==> config.mk <==
export PLATFORM = sky130hd
export DESIGN_NAME = mcl86_bus_arbiter
export DESIGN_NICKNAME = d
export VERILOG_FILES = /design/src/rtl/mcl86_bus_arbiter.sv
export SDC_FILE = /design/constraint.sdc
export NUM_CORES = 1
export LEC_CHECK = 0
export CAP_MARGIN = 40
export CELL_PAD_IN_SITES_DETAIL_PLACEMENT = 2
export CELL_PAD_IN_SITES_GLOBAL_PLACEMENT = 2
export CORE_MARGIN = 2
export CORE_UTILIZATION = 23
export CTS_CLUSTER_SIZE = 12
export DETAILED_ROUTE_END_ITERATION = 6
export PLACE_DENSITY_LB_ADDON = 0.1
export SKIP_LAST_GASP = 1
export SLEW_MARGIN = 25
export SYNTH_ARGS = -nofsm -noshare
export SYNTH_HDL_FRONTEND = slang
export SYNTH_SLANG_ARGS = --single-unit
export TNS_END_PERCENT = 30
==> constraint.sdc <==
create_clock -name CORE_CLK_INT -period 1.6 [get_ports CORE_CLK_INT]
set_input_delay 0.24 -clock CORE_CLK_INT [delete_from_list [all_inputs] [get_ports CORE_CLK_INT]]
set_output_delay 0.24 -clock CORE_CLK_INT [all_outputs]
set_load 0.01 [all_outputs]
==> src/rtl/mcl86_bus_arbiter.sv <==
// rtl/mcl86_bus_arbiter.sv - HOLD/HLDA arbiter sharing the 8088 external bus with one secondary master
module mcl86_bus_arbiter #(
    parameter int DEAD_CYCLES    = 1,
    parameter int MIN_CPU_CYCLES = 4
) (
    input  logic        CORE_CLK_INT,
    input  logic        RESET_INT,

    input  logic        CPU_ALE,
    input  logic        CPU_RD_n,
    input  logic        CPU_WR_n,
    input  logic        CPU_IOM,
    input  logic        CPU_INTA_n,
    input  logic        CPU_DTR,
    input  logic        CPU_DEN,
    input  logic        CPU_AD_OE,
    input  logic [19:0] CPU_AD_OUT,
    input  logic        CPU_LOCK,
    output logic        CPU_READY,

    input  logic        DMA_HOLD,
    output logic        DMA_HLDA,
    input  logic        DMA_ALE,
    input  logic        DMA_RD_n,
    input  logic        DMA_WR_n,
    input  logic        DMA_IOM,
    input  logic        DMA_AD_OE,
    input  logic [19:0] DMA_AD_OUT,
    output logic        DMA_READY,

    input  logic        BUS_READY,
    output logic        BUS_ALE,
    output logic        BUS_RD_n,
    output logic        BUS_WR_n,
    output logic        BUS_IOM,
    output logic        BUS_INTA_n,
    output logic        BUS_DTR,
    output logic        BUS_DEN,
    output logic        BUS_AD_OE,
    output logic [19:0] BUS_AD_OUT,
    output logic        BUS_OWNER
);

    typedef enum logic [2:0] {
        ST_CPU_OWN     = 3'd0,
        ST_DEAD_TO_DMA = 3'd1,
        ST_DMA_OWN     = 3'd2,
        ST_DEAD_TO_CPU = 3'd3,
        ST_CPU_REPLAY  = 3'd4
    } state_t;

    localparam logic [2:0] DEAD_LOAD  = 3'(DEAD_CYCLES - 1);
    localparam logic [3:0] GUARD_LOAD = 4'(MIN_CPU_CYCLES);

    state_t      state_q, state_d;
    logic [2:0]  dead_cnt_q, dead_cnt_d;
    logic [3:0]  guard_q, guard_d;
    logic        pend_q, pend_d;
    logic [19:0] replay_ad_q, replay_ad_d;
    logic        replay_iom_q, replay_iom_d;
    logic        cpu_busy_q, cpu_busy_d;
    logic        strobe_seen_q, strobe_seen_d;
    logic        inta_seen_q, inta_seen_d;
    logic        inta_half_q, inta_half_d;
    logic        hlda_q, hlda_d;
    logic        owner_q, owner_d;

    logic        cpu_side;
    logic        strobe_low;
    logic        grant_ok;

    assign cpu_side   = (state_q == ST_CPU_OWN) || (state_q == ST_CPU_REPLAY);
    assign strobe_low = ~CPU_RD_n | ~CPU_WR_n | ~CPU_INTA_n;
    assign grant_ok   = DMA_HOLD && !cpu_busy_q && !inta_half_q && !CPU_LOCK &&
                        !CPU_ALE && (guard_q == 4'd0);

    always_comb begin
        state_d       = state_q;
        dead_cnt_d    = dead_cnt_q;
        guard_d       = guard_q;
        pend_d        = pend_q;
        replay_ad_d   = replay_ad_q;
        replay_iom_d  = replay_iom_q;
        cpu_busy_d    = cpu_busy_q;
        strobe_seen_d = strobe_seen_q;
        inta_seen_d   = inta_seen_q;
        inta_half_d   = inta_half_q;

        // Cycle tracking; an ALE in the completion clock starts the next cycle, so it is applied last.
        if (cpu_side) begin
            if (guard_q != 4'd0) begin
                guard_d = guard_q - 4'd1;
            end
            if (strobe_low) begin
                strobe_seen_d = 1'b1;
                if (!CPU_INTA_n) begin
                    inta_seen_d = 1'b1;
                end
            end else if (strobe_seen_q) begin
                cpu_busy_d    = 1'b0;
                strobe_seen_d = 1'b0;
                inta_seen_d   = 1'b0;
                if (inta_seen_q) begin
                    inta_half_d = ~inta_half_q;
                end
            end
            if (CPU_ALE) begin
                cpu_busy_d = 1'b1;
            end
        end

        // A CPU cycle started while the bus is away is captured for replay; a second one is dropped.
        if (!cpu_side && CPU_ALE && !pend_q) begin
            pend_d       = 1'b1;
            replay_ad_d  = CPU_AD_OUT;
            replay_iom_d = CPU_IOM;
        end

        case (state_q)
            ST_CPU_OWN: begin
                if (grant_ok) begin
                    state_d    = ST_DEAD_TO_DMA;
                    dead_cnt_d = DEAD_LOAD;
                end
            end
            ST_DEAD_TO_DMA: begin
                if (dead_cnt_q == 3'd0) begin
                    state_d = ST_DMA_OWN;
                end else begin
                    dead_cnt_d = dead_cnt_q - 3'd1;
                end
            end
            ST_DMA_OWN: begin
                if (!DMA_HOLD) begin
                    state_d    = ST_DEAD_TO_CPU;
                    dead_cnt_d = DEAD_LOAD;
                end
            end
            ST_DEAD_TO_CPU: begin
                if (dead_cnt_q == 3'd0) begin
                    state_d = pend_d ? ST_CPU_REPLAY : ST_CPU_OWN;
                    guard_d = GUARD_LOAD;
                end else begin
                    dead_cnt_d = dead_cnt_q - 3'd1;
                end
            end
            ST_CPU_REPLAY: begin
                state_d    = ST_CPU_OWN;
                pend_d     = 1'b0;
                cpu_busy_d = 1'b1;
            end
            default: begin
                state_d = ST_CPU_OWN;
            end
        endcase

        hlda_d  = (state_d == ST_DMA_OWN);
        owner_d = (state_d == ST_DMA_OWN);
    end

    always_ff @(posedge CORE_CLK_INT) begin
        if (RESET_INT) begin
            state_q       <= ST_CPU_OWN;
            dead_cnt_q    <= 3'd0;
            guard_q       <= 4'd0;
            pend_q        <= 1'b0;
            replay_ad_q   <= 20'd0;
            replay_iom_q  <= 1'b0;
            cpu_busy_q    <= 1'b0;
            strobe_seen_q <= 1'b0;
            inta_seen_q   <= 1'b0;
            inta_half_q   <= 1'b0;
            hlda_q        <= 1'b0;
            owner_q       <= 1'b0;
        end else begin
            state_q       <= state_d;
            dead_cnt_q    <= dead_cnt_d;
            guard_q       <= guard_d;
            pend_q        <= pend_d;
            replay_ad_q   <= replay_ad_d;
            replay_iom_q  <= replay_iom_d;
            cpu_busy_q    <= cpu_busy_d;
            strobe_seen_q <= strobe_seen_d;
            inta_seen_q   <= inta_seen_d;
            inta_half_q   <= inta_half_d;
            hlda_q        <= hlda_d;
            owner_q       <= owner_d;
        end
    end

    assign DMA_HLDA  = hlda_q;
    assign BUS_OWNER = owner_q;

    always_comb begin
        BUS_ALE    = 1'b0;
        BUS_RD_n   = 1'b1;
        BUS_WR_n   = 1'b1;
        BUS_IOM    = 1'b0;
        BUS_INTA_n = 1'b1;
        BUS_DTR    = 1'b0;
        BUS_DEN    = 1'b1;
        BUS_AD_OE  = 1'b0;
        BUS_AD_OUT = 20'd0;
        CPU_READY  = 1'b0;
        DMA_READY  = 1'b0;

        case (state_q)
            ST_CPU_OWN: begin
                BUS_ALE    = CPU_ALE;
                BUS_RD_n   = CPU_RD_n;
                BUS_WR_n   = CPU_WR_n;
                BUS_IOM    = CPU_IOM;
                BUS_INTA_n = CPU_INTA_n;
                BUS_DTR    = CPU_DTR;
                BUS_DEN    = CPU_DEN;
                BUS_AD_OE  = CPU_AD_OE;
                BUS_AD_OUT = CPU_AD_OUT;
                CPU_READY  = BUS_READY;
            end
            ST_DMA_OWN: begin
                BUS_ALE    = DMA_ALE;
                BUS_RD_n   = DMA_RD_n;
                BUS_WR_n   = DMA_WR_n;
                BUS_IOM    = DMA_IOM;
                BUS_DTR    = ~DMA_WR_n;
                BUS_DEN    = DMA_RD_n & DMA_WR_n;
                BUS_AD_OE  = DMA_AD_OE;
                BUS_AD_OUT = DMA_AD_OUT;
                DMA_READY  = BUS_READY;
            end
            ST_CPU_REPLAY: begin
                BUS_ALE    = 1'b1;
                BUS_AD_OE  = 1'b1;
                BUS_AD_OUT = replay_ad_q;
                BUS_IOM    = replay_iom_q;
            end
            default: begin
            end
        endcase
    end

endmodule

==> Yosys cells after proc, flatten, opt, wreduce, memory -nomap -nowiden <==
Index checks and enable logic that the tools add are counted.
{ "op_classes": {"n_eq_ne": 10, "bitwise": 9, "reduce_logical": 28, "muxes": 34, "addsub": 2} }
{ "ops": {"columns": ["op", "n"], "rows": [
  ["20-bit case mux with 3 select lines", 1],
  ["3-bit 2-to-1 mux", 8],
  ["4-bit 2-to-1 mux", 4],
  ["1-bit 2-to-1 mux", 12],
  ["3-bit case mux with 4 select lines", 1],
  ["3-bit by 2-bit equality test with 1-bit output (second input constant)", 3],
  ["1-bit case mux with 3 select lines", 3],
  ["3-bit case mux with 3 select lines", 1],
  ["2-bit != test (second input constant)", 4],
  ["1-bit case mux with 2 select lines", 4],
  ["4-bit AND reduction", 2],
  ["1-bit logical AND", 7],
  ["1-bit zero test", 6],
  ["3-bit zero test", 2],
  ["1-bit NOT", 6],
  ["3-bit AND reduction", 2],
  ["3-bit nonzero test", 2],
  ["4-bit zero test", 1],
  ["2-bit nonzero test", 2],
  ["4-bit nonzero test", 1],
  ["2-bit OR reduction", 2],
  ["4-bit by 1-bit subtractor with 4-bit output (second input constant)", 1],
  ["3-bit by 1-bit equality test with 1-bit output (second input constant)", 1],
  ["3-bit equality test (second input constant)", 1],
  ["other kinds (5)", 6]
]} }
{ "totals": {"register_bits": 37, "out_inout_bits": 32, "input_bits": 58, "wordCells": 94} }

==> Longest topological paths before layout <==
Gate-level depths: netlist of the first run.
{ "depth": {"ltp_word": 10, "mapped_depth": 6} }

==> Least setup slack after synthesis of the first run <==
Ideal clock, no wire load.
{ "synth_path": {"path_type": "flip-flop to output port", "startpoint": "reg state_q[2]", "endpoint": "out BUS_AD_OUT[19]", "n_path_buf": 3, "slack_ps": 75, "arrival_ps": 1285, "required_time_ps": 1360, "stages_incl_launch_ff": 7, "path_cell_list": "dfxtp_1 > clkbuf_2 > buf_6 > buf_6 > mux2i_1 > or2_2 > a21oi_1"} }
{ "synth_between": {"elab_chain_len": 2, "elab_cells_between_ends": 4, "cone_classes": "eq/ne: 2; mux: 1; reduce/logical: 1"} }
{ "synth_rtl": {"columns": ["element", "line", "rtl"], "rows": [
  ["start: declaration", "55", "state_t state_q, state_d;"],
  ["start signal: assignment", "176", "state_q <= state_d;"],
  ["3-bit equality test (tied with other cells)", "207", "case (state_q)"],
  ["20-bit case mux with 3 select lines *", "207", null],
  ["end: declaration", "40", "output logic [19:0] BUS_AD_OUT,"]
]} }
Mark *: on every way between the ends. The rest lies on a longest branch, timed or not.

==> Worst setup path in the final report of the first run <==
{ "layout_path": {"startpoint": "reg state_q[2]", "endpoint": "out BUS_AD_OUT[0]"} }
Same word-level chain as after synthesis.

==> results.tsv, run 1 <==
stage	metric	value	unit
synthesis	Compound-Gate Fraction of Synth Area	22.37	%
timing	final slew viol count	0	
global_route	largest net degree at the start of global routing	39	
outcome	status	finished, violations left	
floorplan	Cell Rows	36	
synthesis	main combinational cell family by area after synthesis	simple AND/OR/NAND/NOR gates	
synthesis	Synth Cell Area	0.002310	sq mm
cts	clk sinks	37	
cts	clock root buffer	clkbuf_8	
setup_path	critical path, cell by cell	buf_12 > mux2i_1 > or2_2 > a21oi_2 > buf_2	
detailed_routing	routed len/inst	16.26	um
synthesis	XOR/XNOR Fraction of Synth Area	0.3792	%
cts	CTS Buffer Depth	2	
final_layout	commonest non-fill, non-tap cell in the layout	clkdlybuf4s50_1	
global_route	initial antenna violation count	0	
setup_path	crit end category	output pin	
detailed_routing	First-pass DRT Iterations	4	
timing	f_max	560.6	MHz
detailed_routing	Vias/cell	4.807	
place	RePlAce Congestion	0.7051	
setup_path	CP required	1.36	ns
timing	Slew @ Worst Pin	0.3483	ns
place	pre-CTS setup slack	-0.4614	ns
final_layout	area delta synth->final	61.76	%
cts	Worst-path clk slew	0.08	ns
synthesis	synthesized net count	369	
timing	period utilization	111.5	%
detailed_routing	Routed Antenna Nets	0	
detailed_routing	detailed-route via count	2663	
timing	Setup Skew	0.01248	ns
final_layout	Layout Cells excl Fill	554	
setup_path	Worst Setup Start Kind	flip-flop	
timing	worst setup slack after layout	-0.1839	ns
synthesis	Yosys reg bits	37	
cts	CTS tree	built	
global_route	GR Layer Usage met1	21.23	%
setup_path	crit-path max FO	10	
floorplan	Die ar.	0.01086	sq mm
final_layout	ratio of cells with drive above 1 in the final layout	28.03	%
detailed_routing	Remaining DRCs	0	
synthesis	YS warnings	0	
global_route	GRT met3 Usage	4.073	%
floorplan	die width	104.2	um
synthesis	ys flop type	dfxtp_1	
synthesis	simple-gate portion of the synthesized area	25.51	%
global_route	total grt overflow	0	
run	max_cap viols	0	
floorplan	core area	0.009774	sq mm
outcome	failing checks	negative setup slack	
place	port bufs	89	
place	placed cell count	539	
cts	total CTS buffers	5	
synthesis	Post-synth ARST share	0	%
synthesis	sequential area share after synthesis	32.07	%
setup_path	Worst path slowest cell	dfxtp_4	
synthesis	Avg Cell Area, Syn	7.524	sq um
min_path	HP Class	reg2reg	
timing	RSZ-0062 raised after global routing	true	
timing	Setup-failing EPs final	37	
timing	minimum clock period	1.784	ns
synthesis	Yosys cell types	43	
global_route	met2 Track Usage GR	28.05	%
global_route	GRT Total Usage	16.61	%
global_route	number of global-route vias before repair	2824	
power_and_ir_drop	Leakage Power	1.409	nW
final_layout	most frequent cells in the layout	59 x clkdlybuf4s50_1, 38 x a21oi_1, 35 x dfxtp_1	
synthesis	Synth Instances	307	
global_route	GRT Max-Usage Layer	met2	
setup_path	crit-path max cell delay	0.38	ns
power_and_ir_drop	peak supply drop	0.3108	mV
cts	hold_buf cts	0	
setup_path	Worst EP arrival	1.54	ns
place	hpwl dp	6.403	mm
synthesis	number of flops mapped to enable cells by yosys	0	
floorplan	die height	104.2	um
floorplan	Ports	90	
timing	Final Hold Fails	0	
final_layout	antenna cells	0	
detailed_routing	Routed WL	9.007	mm
setup_path	critical path class	reg2out	
cts	H-Tree Depth	2	
power_and_ir_drop	PwrDens	733.4	mW/mm^2
final_layout	fin nets	482	
cts	worst skew pair latency	0.30	ns
synthesis	post-synthesis adder-cell area fraction	2.167	%
synthesis	mux cell area share after synthesis	10.02	%
timing	slew margin rel.	76.78	%
power_and_ir_drop	Total Power	2.740	mW
floorplan	initial cell density of the core	23.63	%
global_route	first-pass GRT wire length	14.72	mm
detailed_routing	iteration-0 DRC count of the detailed router	50	
-- path summary, 6_finish.rpt --
path              cells after the start  slack, ns               to            start
hold / removal                        2       0.48  replay_ad_q[10]  replay_ad_q[10]
setup / recovery                      5      -0.18    BUS_AD_OUT[0]       state_q[2]
setup reg to reg                      6      -0.08       guard_q[2]       state_q[1]
hold reg to reg                       2       0.48  replay_ad_q[10]  replay_ad_q[10]
-- registers in the layout (all words and copies together), names as in the netlist --
| register | count |
|---|---|
| BUS_OWNER | 1 |
| state_q | 3 |
| dead_cnt_q | 3 |
| inta_seen_q | 1 |
| guard_q | 4 |
| replay_iom_q | 1 |
| inta_half_q | 1 |
| strobe_seen_q | 1 |
| cpu_busy_q | 1 |
| pend_q | 1 |
| replay_ad_q | 20 |
-- timing repair --
| item | in CTS | in global routing |
|---|---|---|
| gates resized for setup | 109 | 26 |
| buffers inserted | 6 | 2 |
| setup endpoints to repair | 39 | 48 |
| pin swaps | 3 | 6 |
| gates cloned | 1 | 0 |
-- synth_stat cells (all sizes together) (2+ instances only) --
master / count / area, sq um
nor2: 8 / 30.03
and3: 2 / 12.51
inv: 9 / 33.78
nand2b: 5 / 31.28
nand4: 2 / 12.51
dfxtp: 37 / 740.7
o21ai: 31 / 155.2
or4: 2 / 15.01
o31ai: 2 / 15.01
or2: 22 / 137.6
nor4b: 3 / 26.28
or3: 3 / 18.77
mux2i: 22 / 220.2
ha: 4 / 50.05
a211oi: 3 / 22.52
nor3: 2 / 10.01
nand2: 27 / 101.4
nand3: 27 / 135.1
buf: 15 / 92.59
a21oi: 49 / 245.2
a31oi: 2 / 12.51
nor2b: 4 / 25.02
clkbuf: 12 / 46.29
-- report_power, final --
| part | leakage [nW] | switching [mW] | internal [mW] |
|---|---|---|---|
| clock network | 0.0450 | 0.346 | 0.302 |
| logic | 1.06 | 0.497 | 0.552 |
| registers | 0.302 | 0.0482 | 0.994 |
| total | 1.41 | 0.892 | 1.85 |
-- critical path, delay by kind of cell, from the launching register on --
family          cells  cell delay (ns)
buf+inv             2             0.29
compound gates      1             0.13
flops               1             0.38
mux                 1             0.14
simple gates        1             0.29
-- per-layer routing --
layer	vias to the layer above	share of wire, %
met3	9	5.0
met1	1278	45
met5	-	0
li1	1302	-
met2	74	49
met4	0	0.97
-- through the flow --
step | cell area (sq um) | hold slack (ns) | setup TNS, ns | utilization (%)
6_report | 3736 | 0.4825 | -4.300 | 38.22
5_1_grt | 3736 | 0.5118 | -8.069 | 38.22
4_1_cts | 3641 | 0.4873 | -6.174 | 37.25
3_5_place_dp | 3570 | 0.4765 | -11.55 | 36.52
3_3_place_gp | 3570 | 0.4599 | -10.43 | 36.52
2_1_floorplan | 2310 | 0.3877 | 0 | -
-- final cells by class --
class                   instances  area, sq um
clock inverters                 2        10.01
well taps                     133        166.4
clock buffers                   6        72.57
repair buffers                133         1189
fillers                      1150         6038
inverters                       9        33.78
flip-flops and latches         37        745.7
multi-input cells             234         1519
-- logic make-up (layout without fill, tap and decap cells) --
kind of cell,Yosys count,in the layout
multiplexers,23,23
XOR/XNOR,1,1
buffers and inverters,36,150
adder cells (fa/ha/maj),4,4
AO/OA/AOI/OAI,95,95
flip-flops,37,37
AND/OR/NAND/NOR,111,111
No activity file was read; power rests on OpenSTA's default activity.
==> run 2: changes to the inputs <==
SKIP_LAST_GASP = unset   (was 1)
==> run 2 against run 1 <==
Against the previous run:
- the run still ends with negative setup slack left
- clock skew decreased by 0.00080 ns
- largest power group unchanged
- highest routed layer unchanged
- cell area about the same
- first-iteration DRC count unchanged
- combinational power up 5%
- power up 2.2%
- critical endpoint unchanged
- largest cell class unchanged
- clock power about the same
==> results.tsv, run 2 (synthesized netlist as in run 1, its figures left out) <==
stage	metric	value	unit	change
final_layout	ratio of cells with drive above 1 in the final layout	30.79	%	+2.8 points
global_route	largest net degree at the start of global routing	39		unchanged
final_layout	Layout Cells excl Fill	552		-0.36%
final_layout	area delta synth->final	61.86	%	about the same
detailed_routing	Remaining DRCs	0		unchanged
power_and_ir_drop	peak supply drop	0.3074	mV	-1.1%
cts	total CTS buffers	5		unchanged
setup_path	Worst Setup Start Kind	flip-flop		
setup_path	Worst EP arrival	1.54	ns	about the same
min_path	HP Class	reg2reg		
min_path	hold endpoint	replay_ad_q[10]		
final_layout	commonest non-fill, non-tap cell in the layout	clkdlybuf4s50_1		
power_and_ir_drop	PwrDens	748.8	mW/mm^2	+2.1%
timing	worst setup slack after layout	-0.1809	ns	+0.003057 ns
detailed_routing	routed len/inst	16.56	um	+1.8%
setup_path	crit path from	state_q[2]		
final_layout	multi-input logic area	0.001535	sq mm	+1.1%
place	hpwl dp	6.403	mm	unchanged
place	RePlAce Congestion	0.7051		unchanged
detailed_routing	detailed-route via count	2659		-0.15%
final_layout	max FFs per register	20		unchanged
global_route	initial antenna violation count	0		unchanged
final_layout	top flop regs	replay_ad_q x20, guard_q x4		
setup_path	crit end category	output pin		
detailed_routing	iteration-0 DRC count of the detailed router	50		unchanged
timing	Slew @ Worst Pin	0.3215	ns	-0.02685 ns
setup_path	reg2reg setup slack	-0.07	ns	about the same
final_layout	most frequent cells in the layout	59 x clkdlybuf4s50_1, 37 x a21oi_1, 35 x dfxtp_1		
final_layout	antenna cells	0		unchanged
power_and_ir_drop	Psw	0.9142	mW	+2.5%
detailed_routing	Routed WL	9.139	mm	+1.5%
timing	minimum clock period	1.781	ns	-0.003057 ns
min_path	hold path depth	2		unchanged
place	placed cell count	539		unchanged
final_layout	fillers	1138		-1.0%
run	max_cap viols	0		unchanged
floorplan	Ports	90		unchanged
power_and_ir_drop	clock share of power	23.2	%	-0.5 points
setup_path	CP required	1.36	ns	about the same
power_and_ir_drop	sequential power share	37.4	%	-0.6 points
power_and_ir_drop	sw frac	32.66	%	+0.11 points
final_layout	fin nets	480		-0.41%
detailed_routing	First-pass DRT Iterations	3		-1
outcome	failing checks	negative setup slack		
power_and_ir_drop	Leakage Power	1.398	nW	-0.79%
detailed_routing	Vias/cell	4.817		+0.21%
cts	clock root buffer	clkbuf_8		
cts	CTS tree	built		
global_route	first-pass GRT wire length	14.79	mm	+0.47%
global_route	number of global-route vias before repair	2806		-0.64%
floorplan	initial cell density of the core	23.63	%	unchanged
power_and_ir_drop	Internal	1.885	mW	+2.0%
setup_path	critical path class	reg2out		
setup_path	R2R cell count	6		unchanged
setup_path	r2r endpoint	guard_q[3]		
floorplan	die height	104.2	um	unchanged
floorplan	die width	104.2	um	unchanged
global_route	GRT Total Usage	16.71	%	+0.11 points
place	port bufs	89		unchanged
floorplan	Die ar.	0.01086	sq mm	unchanged
global_route	total grt overflow	0		unchanged
timing	Setup Skew	0.01168	ns	-0.0008026 ns
timing	RSZ-0062 raised after global routing	true		
floorplan	core area	0.009774	sq mm	unchanged
cts	Worst-path clk slew	0.08	ns	about the same
timing	Final Hold Fails	0		unchanged
timing	period utilization	111.3	%	-0.19 points
final_layout	register area	745.7	sq um	unchanged
cts	CTS Buffer Depth	2		unchanged
outcome	status	finished, violations left		
timing	slew margin rel.	78.48	%	+1.7 points
timing	f_max	561.5	MHz	+0.17%
floorplan	Cell Rows	36		unchanged
min_path	HP Start	replay_ad_q[10]		
timing	final slew viol count	0		unchanged
cts	worst skew pair latency	0.30	ns	about the same
power_and_ir_drop	Comb pwr share	39.4	%	+1.1 points
detailed_routing	Routed Antenna Nets	0		unchanged
setup_path	Reg-to-Reg Start	state_q[1]		
cts	clk sinks	37		unchanged
cts	H-Tree Depth	2		unchanged
timing	Setup-failing EPs final	33		-11%
final_layout	Biggest register	replay_ad_q		
setup_path	crit-path max FO	10		unchanged
timing	Fin Setup TNS	-3.623	ns	+0.6775 ns
==> run 2: layer usage <==
metal	track usage, %	vias up	wire (um)
li1	-	1296	-
met3	3.885	7	427
met1	21.49	1286	4090
met2	28.20	70	4539
met5	0	-	0
met4	4.151	0	81
==> run 2: power by group through the flow <==
stage	Combinational [mW]	Clock (mW)	Sequential [mW]
finish	1.10	0.649	1.05
global route	1.22	0.721	1.06
CTS	1.06	0.669	1.04
detailed placement	1.08	0	1.06
global placement	1.06	0	1.06
floorplan	0.498	0	1.05
==> run 2: final cells by class <==
type                    count  area share, %
multi-input cells         234          41.06
repair buffers            131          31.43
flip-flops and latches     37          19.95
well taps                 133          4.451
clock buffers               6          1.941
inverters                   9         0.9036
clock inverters             2         0.2677
==> run 2: worst max-delay path, stage by stage (launching register included) <==
cell	delay, ns
dfxtp_4	0.38
buf_12	0.15
mux2i_1	0.14
or2_2	0.29
a21oi_2	0.13
buf_2	0.14
==> run 2: timing repair <==
item / in CTS / in global routing
cloned: 1 / 0
hold buffers: 0 / 0
pin swaps: 12 / 5
buffers inserted: 6 / 0
resized for setup: 136 / 29
endpoints found under the setup margin: 39 / 41
==> run 2: through the flow <==
step / setup slack, ns / cell area, sq um / power (mW) / hold WS [ns] / utilization (%)
floorplan: 0.07501 / 2310 / 1.549 / 0.3877 / -
global placement: -0.4378 / 3570 / 2.116 / 0.4599 / 36.52
detailed placement: -0.4614 / 3570 / 2.145 / 0.4765 / 36.52
CTS: -0.1852 / 3680 / 2.776 / 0.4873 / 37.65
global route: -0.2573 / 3739 / 2.999 / 0.5118 / 38.25
finish: -0.1809 / 3739 / 2.799 / 0.4826 / 38.25
==> run 2: worst max path at each step <==
| stage | slack, ns | to | cells after the start |
|---|---|---|---|
| 3_5_place_dp | -0.46 | BUS_AD_OUT[7] | 5 |
| 4_1_cts | -0.19 | BUS_AD_OUT[7] | 5 |
| 3_3_place_gp | -0.44 | BUS_AD_OUT[2] | 5 |
| 6_report | -0.18 | BUS_AD_OUT[0] | 5 |
| 5_1_grt | -0.26 | BUS_AD_OUT[0] | 5 |
| 2_1_floorplan | 0.08 | BUS_AD_OUT[19] | 6 |
==> run 3: changes to the inputs <==
SLEW_MARGIN = 5   (was 25)
==> results of run 3 <==
The final DEF is identical to that of run 2; final timing and power are the same.
